==> config.mk <==
export PLATFORM = sky130hd
export DESIGN_NAME = rd_resp_buffer
export DESIGN_NICKNAME = d
export VERILOG_FILES = /design/src/rtl/rd_resp_buffer.sv
export SDC_FILE = /design/constraint.sdc
export NUM_CORES = 1
export LEC_CHECK = 0
export CORE_UTILIZATION = 40
export DETAILED_ROUTE_END_ITERATION = 16
export SLEW_MARGIN = 25
export SYNTH_ARGS = -nofsm -noshare
export SYNTH_HDL_FRONTEND = slang
export SYNTH_SLANG_ARGS = --single-unit
==> constraint.sdc <==
create_clock -name clk -period 12.3 [get_ports clk]
set_clock_uncertainty 0.05 [all_clocks]
set_input_delay 2.46 -clock clk [delete_from_list [all_inputs] [get_ports clk]]
set_output_delay 2.46 -clock clk [all_outputs]
set_load 0.1 [all_outputs]
==> src/rtl/rd_resp_buffer.sv <==
// Read-response buffer: queues read-data beats with a wrapping sequence tag,
// hands them to a consumer over valid/ready, counts overflow drops and flags
// breaks in the read-increment-write data progression.
module rd_resp_buffer #(
  parameter int unsigned DEPTH  = 8,
  parameter int unsigned DATA_W = 32,
  parameter int unsigned CNT_W  = 8
) (
  input  logic                     clk,
  input  logic                     reset_n,
  input  logic                     rd_valid_i,
  input  logic [DATA_W-1:0]        rd_data_i,
  output logic                     out_valid_o,
  input  logic                     out_ready_i,
  output logic [DATA_W-1:0]        out_data_o,
  output logic [CNT_W-1:0]         out_seq_o,
  output logic [$clog2(DEPTH):0]   level_o,
  output logic                     full_o,
  output logic [CNT_W-1:0]         overflow_cnt_o,
  output logic                     seq_err_o,
  input  logic                     err_clr_i
);

  localparam int unsigned AW = $clog2(DEPTH);
  localparam int unsigned PW = AW + 1;

  logic [DATA_W-1:0] mem_data [DEPTH];
  logic [CNT_W-1:0]  mem_seq  [DEPTH];

  logic [PW-1:0]     wr_ptr_q;
  logic [PW-1:0]     rd_ptr_q;
  logic [CNT_W-1:0]  seq_q;
  logic [DATA_W-1:0] last_q;
  logic              seen_q;

  logic empty;
  logic pop;
  logic push;
  logic drop;
  logic err_evt;

  // Occupancy and handshake decode from the registered pointers
  always_comb begin
    empty       = (wr_ptr_q == rd_ptr_q);
    full_o      = (wr_ptr_q[AW] != rd_ptr_q[AW]) &&
                  (wr_ptr_q[AW-1:0] == rd_ptr_q[AW-1:0]);
    level_o     = wr_ptr_q - rd_ptr_q;
    out_valid_o = ~empty;
    pop         = out_valid_o & out_ready_i;
    push        = rd_valid_i & (~full_o | pop);
    drop        = rd_valid_i & full_o & ~pop;
    err_evt     = rd_valid_i & seen_q &
                  (rd_data_i != last_q) &&
                  (rd_data_i != (last_q + DATA_W'(1)));
  end

  // Head entry, forced to zero while the buffer is empty
  always_comb begin
    out_data_o = '0;
    out_seq_o  = '0;
    if (out_valid_o) begin
      out_data_o = mem_data[rd_ptr_q[AW-1:0]];
      out_seq_o  = mem_seq[rd_ptr_q[AW-1:0]];
    end
  end

  // Storage array; contents are don't-care until written, so no reset
  always_ff @(posedge clk) begin
    if (push) begin
      mem_data[wr_ptr_q[AW-1:0]] <= rd_data_i;
      mem_seq[wr_ptr_q[AW-1:0]]  <= seq_q;
    end
  end

  // Pointers and sequence tag; tag advances on every beat, dropped or not
  always_ff @(posedge clk or negedge reset_n) begin
    if (!reset_n) begin
      wr_ptr_q <= '0;
      rd_ptr_q <= '0;
      seq_q    <= '0;
    end else begin
      if (push)       wr_ptr_q <= wr_ptr_q + PW'(1);
      if (pop)        rd_ptr_q <= rd_ptr_q + PW'(1);
      if (rd_valid_i) seq_q    <= seq_q + CNT_W'(1);
    end
  end

  // Progression tracker: remembers the previous beat's data
  always_ff @(posedge clk or negedge reset_n) begin
    if (!reset_n) begin
      last_q <= '0;
      seen_q <= 1'b0;
    end else if (rd_valid_i) begin
      last_q <= rd_data_i;
      seen_q <= 1'b1;
    end
  end

  // Saturating drop counter; a drop coinciding with clear leaves a count of 1
  always_ff @(posedge clk or negedge reset_n) begin
    if (!reset_n) begin
      overflow_cnt_o <= '0;
    end else if (drop) begin
      if (err_clr_i)                overflow_cnt_o <= CNT_W'(1);
      else if (overflow_cnt_o != '1) overflow_cnt_o <= overflow_cnt_o + CNT_W'(1);
    end else if (err_clr_i) begin
      overflow_cnt_o <= '0;
    end
  end

  // Sticky progression error; a new error event beats a same-cycle clear
  always_ff @(posedge clk or negedge reset_n) begin
    if (!reset_n) seq_err_o <= 1'b0;
    else          seq_err_o <= err_evt | (seq_err_o & ~err_clr_i);
  end

endmodule

==> flow_metrics.py, run 1 <==
metrics = {
    "yosys": {
        "synth.distinct_cells": 62,
        "syn_nets": 975,
        "syn_inst": 929,
        "synth-seq-cells": 378,
        "synth.avg_cell_area_um2": 17.13,
        "ys_warn_count": 0,
        "ys_async_sr_fraction_pct": 15.34,
        "synth_common_cells": "edfxtp_1, nand2_1, mux4_2",
        "synth_area_um2": 15910,
        "synth-seq-area-share_pct": 69.51,
        "synth_ff_type": "edfxtp_1",
        "synth_top_area_share_pct": 60.39,
        "ys_top_cells_by_area": "edfxtp_1, mux4_2, dfrtp_1",
        "synth_most_common_cell": "edfxtp_1",
        "yosys.area.top_type": "edfxtp_1",
        "synth_edf_count": 320,
    },
    "routing": {
        "vias": 8371,
        "wl_um": 32950,
        "drc_errors": 0,
        "vias_per_cell": 5.295,
        "drtPass1Iterations": 5,
        "drt_iter0_drc": 416,
        "wire_per_inst_um": 20.84,
        "ant_nets": 0,
    },
    "sta": {
        "maxSlewHeadroom_pct": 30.52,
        "maxSlewViolCount": 0,
        "period_needed_ns": 6.603,
        "max_freq_mhz": 151.5,
        "finalHoldViolations": 0,
        "setup_viol": 0,
        "rsz0062_at_grt": "no",
        "worstMarginPinSlew_ns": 1.042,
        "fin_crit_sh_pct": 53.68,
        "fin_setup_tns_ns": 0,
        "setup_ws_ns": 5.697,
    },
    "cells_and_area": {
        "drive_gt1_share_pct": 20.04,
        "final_net_count": 1079,
        "synthToLayoutAreaGrowth_pct": 17.21,
        "instances_no_fill": 1581,
        "final_core_util_pct": 47.93,
        "n_fill_cell": 3379,
        "antenna_cells": 0,
    },
    "critical_path": {
        "worstReg2RegStart": "rd_ptr_q[2]$_DFFE_PN0P_",
        "worst-path-max-fanout": 43,
        "rr_worst_depth": 8,
        "critPathKind": "reg -> out",
        "start_kind": "register",
        "arrival_ns": 4.09,
        "critPathRequiredTime_ns": 9.79,
        "end_kind": "output pin",
        "r2r-end": "mem_data[2][23]$_DFFE_PP_",
        "rrSetupSlack_ns": 8.11,
        "worstSetupStartpoint": "rd_ptr_q[2]$_DFFE_PN0P_",
    },
    "placement": {
        "gp_congestion": 0.8055,
        "dp_slack_ns": 6.150,
        "hpwl_um": 19370,
        "port_buffers": 91,
        "dpl.cell_count": 1509,
    },
    "hold_path": {
        "min_to": "seen_q$_DFFE_PN0P_",
        "hold_path_depth": 1,
        "hold_start": "seen_q$_DFFE_PN0P_",
        "worst_hold_path_type": "reg -> reg",
    },
    "clock_network": {
        "cts_root_buf": "clkbuf_16",
        "cts_num_sinks": 378,
        "cts_max_level": 2,
        "cts_buffers": 40,
        "hold_buffers": 0,
        "clk_pin_slew_ns": 0.06,
        "tritoncts": "built",
        "cts_setup_buffers": 0,
        "cts_buffer_depth": 3,
        "clk_latency_ns": 0.54,
        "cts_resized": 0,
    },
    "floorplanning": {
        "die_x_um": 201.5,
        "core_area_um2": 38920,
        "num_rows": 72,
        "fp.dieH_um": 201.5,
        "boundaryPins": 92,
        "dieArea_um2": 40580,
        "start_util_pct": 40.89,
    },
    "global_routing": {
        "grt_pass1_wl_um": 52230,
        "antenna_found_initial": 0,
        "grt-ovfl-total": 0,
        "grt_pass1_vias": 8796,
        "grt_max_degree": 63,
        "gr-usage-all-layers_pct": 16.69,
    },
    "run_status": {
        "status": "finished, final reports clean",
    },
    "flow_run": {
        "maxCapViolCount": 0,
    },
}
[logic make-up after synthesis]
family | share of synthesized area (%)
adders and majority gates | 0.7549
and+or+nand+nor | 7.116
DFF | 69.51
xor gates and xnor gates | 3.743
AOI/OAI and AO/OA | 2.713
muxes | 14.04
buffers and inverters | 2.131
[metal layers]
layer | vias up | track usage [%] | part of all wire [%]
met3 | 48 | 2.462 | 3.8
met2 | 156 | 27.28 | 49
li1 | 3843 | - | -
met4 | 0 | 4.410 | 1.9
met5 | - | 0 | 0
met1 | 4324 | 23.41 | 45
[flip-flops by register name, indices dropped and copies added, names as in the netlist]
signal and count:
rd_ptr_q 4, last_q 32, wr_ptr_q 4, mem_seq 64, seq_q 8, seq_err_o 1, overflow_cnt_o 8, mem_data 256
seen_q 1
[metrics by stage]
step,instance area (um^2),hold WS (ns)
2_1_floorplan,15910,0.3880
3_3_place_gp,17350,0.4079
3_5_place_dp,17350,0.4072
4_1_cts,18650,0.4255
5_1_grt,18650,0.4530
6_report,18650,0.4258
[critical path, cell delays in order, from the launching register on]
cell,delay (ns)
dfrtp_2,1.05
clkinv_1,0.24
ha_1,0.41
and4_4,0.66
a21oi_1,0.18
clkdlybuf4s50_1,1.01
[worst max-delay path by stage]
| stage | endpoint | slack (ns) |
|---|---|---|
| finish | out_data_o[26] | 5.70 |
| global route | out_data_o[18] | 5.46 |
| CTS | out_data_o[26] | 5.59 |
| detailed placement | out_data_o[26] | 6.15 |
| global placement | out_data_o[26] | 5.79 |
| floorplan | mem_data[1][0]$_DFFE_PP_ | 5.83 |
[final cells by class]
class / instances / area, um^2 / share of cell area, %
repair buffers: 106 / 1017 / 5.454
inverters: 13 / 48.80 / 0.2616
clock buffers: 54 / 1135 / 6.084
well taps: 518 / 648.1 / 3.475
multi-input cells: 494 / 4571 / 24.51
flip-flops and latches: 378 / 11070 / 59.35
clock inverters: 18 / 162.7 / 0.8721
[cell usage in the layout, fill, tap and decap left out, types with 3 or more instances in the layout]
cell type and n:
edfxtp_1 320, nor2_4 6, clkbuf_8 6, dfrtp_1 55, xnor2_1 45, clkbuf_1 7, clkbuf_16 41, bufinv_16 3
ha_1 8, nand3_1 17, buf_4 14, mux4_2 80, o211ai_1 3, a21oi_1 43, mux2i_1 6, clkinv_2 5
nor2b_1 3, clkinv_1 9, nand2_1 111, nor4_1 9, clkdlybuf4s50_1 89, nor2_1 17, o21ai_0 8, mux2_2 33
nand4_1 16, and3_1 9, nand4b_1 3, inv_1 12, nor3_1 5, xor2_1 23, nand2b_1 4
Power of run 1 is not shown: default switching activity piles up to over one toggle a cycle in this logic, so the estimate is an artifact.
==> inputs of run 2 (changes only) <==
Clock period 12.3 ns to 6.45 ns, I/O delays scaled along.
==> run 2 against run 1 <==
  * Die area did not move
  * Worst hold slack got worse by 0.012 ns
  * Critical path depth rose by 2
  * Register-to-register slack got worse by 5.5 ns
==> flow_metrics.py, run 2 (same netlist as run 1, synthesis figures left out) <==
metrics = {
    "run_status": {
        "status": "finished, final reports clean",
    },
    "critical_path": {
        "rr_worst_depth": 9,
        "crit_top_cell": "buf_4",
        "slowest_delay_ns": 0.49,
        "rrSetupSlack_ns": 2.61,
        "end_kind": "output pin",
        "path_buf_inv": 4,
        "start_kind": "register",
        "worstReg2RegStart": "rd_ptr_q[2]$_DFFE_PN0P_",
        "crit_chain": "clkinv_1 > buf_4 > ha_1 > and4_2 > buf_4 > a21oi_1 > buf_4",
        "crit_path_top_delay_cell": "buf_4",
        "arrival_ns": 3.32,
        "worst-path-max-fanout": 41,
        "critPathKind": "reg -> out",
        "r2r-end": "mem_data[3][7]$_DFFE_PP_",
        "critical-path-top-delay-family": "buffers and inverters",
        "critPathRequiredTime_ns": 5.11,
    },
    "placement": {
        "gp_congestion": 0.8537,
        "dpl.cell_count": 1512,
        "hpwl_um": 20410,
        "port_buffers": 91,
    },
    "floorplanning": {
        "start_util_pct": 40.89,
        "core_area_um2": 38920,
        "boundaryPins": 92,
        "fp.dieH_um": 201.5,
        "die_x_um": 201.5,
        "num_rows": 72,
        "dieArea_um2": 40580,
    },
    "hold_path": {
        "hold_path_depth": 1,
        "hold_start": "seen_q$_DFFE_PN0P_",
        "min_to": "seen_q$_DFFE_PN0P_",
        "worst_hold_path_type": "reg -> reg",
    },
    "global_routing": {
        "grt_pass1_wl_um": 52470,
        "antenna_found_initial": 0,
        "gr-usage-all-layers_pct": 16.93,
        "grt_pass1_vias": 8776,
        "grt-ovfl-total": 0,
        "grt_max_degree": 59,
    },
    "clock_network": {
        "cts_resized": 0,
        "cts_root_buf": "clkbuf_16",
        "clk_pin_slew_ns": 0.06,
        "cts_buffer_depth": 3,
        "cts_buffers": 40,
        "cts_setup_buffers": 0,
        "hold_buffers": 0,
        "tritoncts": "built",
        "cts_num_sinks": 378,
        "cts_max_level": 2,
        "clk_latency_ns": 0.53,
    },
    "sta": {
        "setup_viol": 0,
        "worstMarginPinSlew_ns": 0.9675,
        "fin_crit_sh_pct": 72.23,
        "max_freq_mhz": 214.6,
        "maxSlewViolCount": 0,
        "maxSlewHeadroom_pct": 35.30,
        "fin_setup_tns_ns": 0,
        "finalHoldViolations": 0,
        "rsz0062_at_grt": "no",
        "period_needed_ns": 4.659,
    },
    "routing": {
        "drtPass1Iterations": 5,
        "vias_per_cell": 5.275,
        "wire_per_inst_um": 21.25,
        "drt_iter0_drc": 518,
        "vias": 8371,
        "ant_nets": 0,
        "wl_um": 33720,
        "drc_errors": 0,
    },
    "cells_and_area": {
        "layout_commonest_cell": "edfxtp_1",
        "instances_no_fill": 1587,
        "antenna_cells": 0,
        "synthToLayoutAreaGrowth_pct": 16.54,
        "final_cell_mix": "edfxtp_1, nand2_1, mux4_2",
        "drive_gt1_share_pct": 23.95,
        "largest_reg_flops": 256,
        "final_net_count": 1083,
    },
    "flow_run": {
        "maxCapViolCount": 0,
    },
}
==> run 2: routing by layer <==
layer  wire (um)  track usage [%]  vias to the layer above
met5           0                0                        -
met3        1257            2.413                       49
met2       16600            28.35                      169
met4         670            4.464                        0
met1       15190            23.22                     4318
li1            -                -                     3835
==> run 2: layout make-up <==
| class | count | area (um^2) |
|---|---|---|
| Clock inverter | 11 | 85.08 |
| Inverter | 13 | 48.80 |
| Tap cell | 518 | 648.1 |
| Sequential cell | 378 | 11070 |
| Fill cell | 3361 | 20370 |
| Multi-Input combinational cell | 494 | 4569 |
| Timing Repair Buffer | 110 | 953.4 |
| Clock buffer | 63 | 1170 |
==> run 2: worst reg2reg max path, cell delays in order, from the launching register on <==
cell	delay (ns)
dfrtp_2	0.40
clkinv_1	0.04
buf_4	0.49
ha_1	0.41
nand3_1	0.12
nor3_1	0.09
nor2b_1	0.36
nand2_1	0.31
nor2_4	0.70
buf_4	0.51
==> run 2: how the worst max path moves through the flow <==
stage | startpoint | end | slack, ns | depth (start not counted)
after floorplan | rd_valid_i | mem_data[1][0]$_DFFE_PP_ | 1.15 | 4
after global placement | rd_valid_i | mem_data[2][13]$_DFFE_PP_ | 2.20 | 6
after detailed placement | rd_valid_i | mem_data[2][12]$_DFFE_PP_ | 2.08 | 6
after CTS | rd_ptr_q[2]$_DFFE_PN0P_ | out_data_o[15] | 1.67 | 7
after global routing | rd_ptr_q[1]$_DFFE_PN0P_ | out_data_o[15] | 1.62 | 6
final | rd_ptr_q[2]$_DFFE_PN0P_ | out_data_o[15] | 1.79 | 7
==> run 2: through the flow <==
step	utilization [%]	hold slack (ns)	setup WS (ns)	area, um^2
3_5_place_dp	44.35	0.4034	2.082	17260
2_1_floorplan	-	0.3880	1.149	15910
3_3_place_gp	44.35	0.4040	2.202	17260
6_report	47.65	0.4139	1.791	18540
5_1_grt	47.65	0.4312	1.624	18540
4_1_cts	47.58	0.4153	1.668	18520
Power of run 2 is left out for the same reason.
==> inputs of run 3 (changes only) <==
Clock period 6.45 ns to 4.4 ns, I/O delays scaled along.
==> run 3 against run 2 <==
  * Count of clock-buffer cells in the layout decreased by 11
  * Global-route usage grew 0.33 points
  * Cell area rose by 3.7%
  * Wire length up 2.0%
  * Worst hold slack worse by 0.10 ns
  * Sequential share of layout area is 2.1 points lower
==> flow_metrics.py, run 3 (same netlist as run 1, synthesis figures left out) <==
metrics = {
    "cells_and_area": {
        "final_cell_mix": "edfxtp_1, nand2_1, mux4_2",
        "antenna_cells": 0,
        "final_net_count": 1087,
        "final_core_util_pct": 49.42,
        "drive_gt1_share_pct": 25.65,
        "synthToLayoutAreaGrowth_pct": 20.86,
        "design_area_um2": 19230,
        "largest_reg_flops": 256,
        "n_fill_cell": 3277,
        "layout_commonest_cell": "edfxtp_1",
    },
    "sta": {
        "fin_crit_sh_pct": 92.60,
        "finalHoldViolations": 0,
        "rsz0062_at_grt": "no",
        "fin_setup_tns_ns": 0,
        "worstMarginPinSlew_ns": 0.9713,
        "setup_viol": 0,
        "maxSlewViolCount": 0,
        "maxSlewHeadroom_pct": 35.05,
        "period_needed_ns": 4.074,
        "max_freq_mhz": 245.4,
        "setup_ws_ns": 0.3255,
    },
    "placement": {
        "port_buffers": 91,
        "hpwl_um": 20470,
        "placed_area_um2": 17890,
        "gp_congestion": 0.8058,
        "dp_slack_ns": 0.7938,
    },
    "floorplanning": {
        "die_x_um": 201.5,
        "core_area_um2": 38920,
        "fp.dieH_um": 201.5,
        "dieArea_um2": 40580,
        "num_rows": 72,
        "start_util_pct": 40.89,
        "boundaryPins": 92,
    },
    "routing": {
        "drt_iter0_drc": 465,
        "drc_errors": 0,
        "wl_um": 34410,
        "wire_per_inst_um": 21.64,
        "ant_nets": 0,
        "drtPass1Iterations": 4,
        "vias_per_cell": 5.274,
        "vias": 8385,
    },
    "hold_path": {
        "worst_hold_path_type": "in -> async",
    },
    "clock_network": {
        "clk_latency_ns": 0.53,
        "tritoncts": "built",
        "cts_buffers": 41,
        "cts_root_buf": "clkbuf_16",
        "cts_buffer_depth": 3,
        "cts_num_sinks": 378,
        "cts_max_level": 2,
        "clk_pin_slew_ns": 0.06,
        "hold_buffers": 0,
        "cts_resized": 0,
        "cts_setup_buffers": 0,
    },
    "critical_path": {
        "arrival_ns": 3.14,
        "worst-path-max-fanout": 26,
        "critPathRequiredTime_ns": 3.47,
        "rr_worst_depth": 8,
        "start_kind": "register",
        "end_kind": "output pin",
        "critPathKind": "reg -> out",
    },
    "global_routing": {
        "grt_max_degree": 84,
        "grt_pass1_wl_um": 52940,
        "antenna_found_initial": 0,
        "gr-usage-all-layers_pct": 17.26,
        "grt-ovfl-total": 0,
        "grt_pass1_vias": 8827,
    },
    "flow_run": {
        "maxCapViolCount": 0,
    },
    "run_status": {
        "status": "finished, final reports clean",
    },
}
## run 3: cell count changes in the layout (fill, tap and decap cells not counted), moves of 2 or more
cell,before,now
buf_12,0,47
buf_4,62,21
bufinv_16,1,3
clkbuf_1,17,4
clkdlybuf4s50_1,45,42
clkinv_2,4,10
clkinvlp_4,0,3
nor3_2,2,0
nor3_4,1,3
## run 3: final cells by class
| cell class | count | area, um^2 | share of cell area [%] |
|---|---|---|---|
| clock buffer | 52 | 1160 | 6.031 |
| clock inverter | 22 | 190.2 | 0.9889 |
| inverter | 13 | 48.80 | 0.2537 |
| multi-input combinational | 494 | 4582 | 23.82 |
| sequential | 378 | 11070 | 57.56 |
| tap | 518 | 648.1 | 3.370 |
| timing repair buffer | 113 | 1534 | 7.976 |
## run 3: worst paths after layout
check	start	to	slack, ns
max	rd_ptr_q[1]$_DFFE_PN0P_	out_valid_o	0.33
min	reset_n	rd_ptr_q[0]$_DFFE_PN0P_	0.31
max reg2reg	rd_ptr_q[1]$_DFFE_PN0P_	mem_data[7][22]$_DFFE_PP_	1.21
min reg2reg	seen_q$_DFFE_PN0P_	seen_q$_DFFE_PN0P_	0.42
max in group asynchronous	reset_n	last_q[0]$_DFFE_PN0P_	3.07
min in group clk	seen_q$_DFFE_PN0P_	seen_q$_DFFE_PN0P_	0.42
## run 3: metrics by stage
stage               hold WS, ns  instances
global placement         0.4018       1516
global route             0.3432       1590
CTS                      0.3144       1590
finish                   0.3126       1590
floorplan                0.3880        929
detailed placement       0.4077       1516
## run 3: worst max-delay path, cell delays in order (launching register included)
cell and delay, ns:
dfrtp_4 0.67, inv_1 0.09, ha_1 0.32, and4_2 0.73
buf_4 0.41, inv_1 0.17, buf_12 0.20
## run 3: per-layer routing
layer,vias up,GRT usage (%),share of wire (%)
met5,-,0,0
met4,0,4.600,1.9
met3,50,2.802,3.7
met2,147,28.67,49
met1,4344,23.63,46
li1,3844,-,-
Power of run 3 is left out for the same reason.
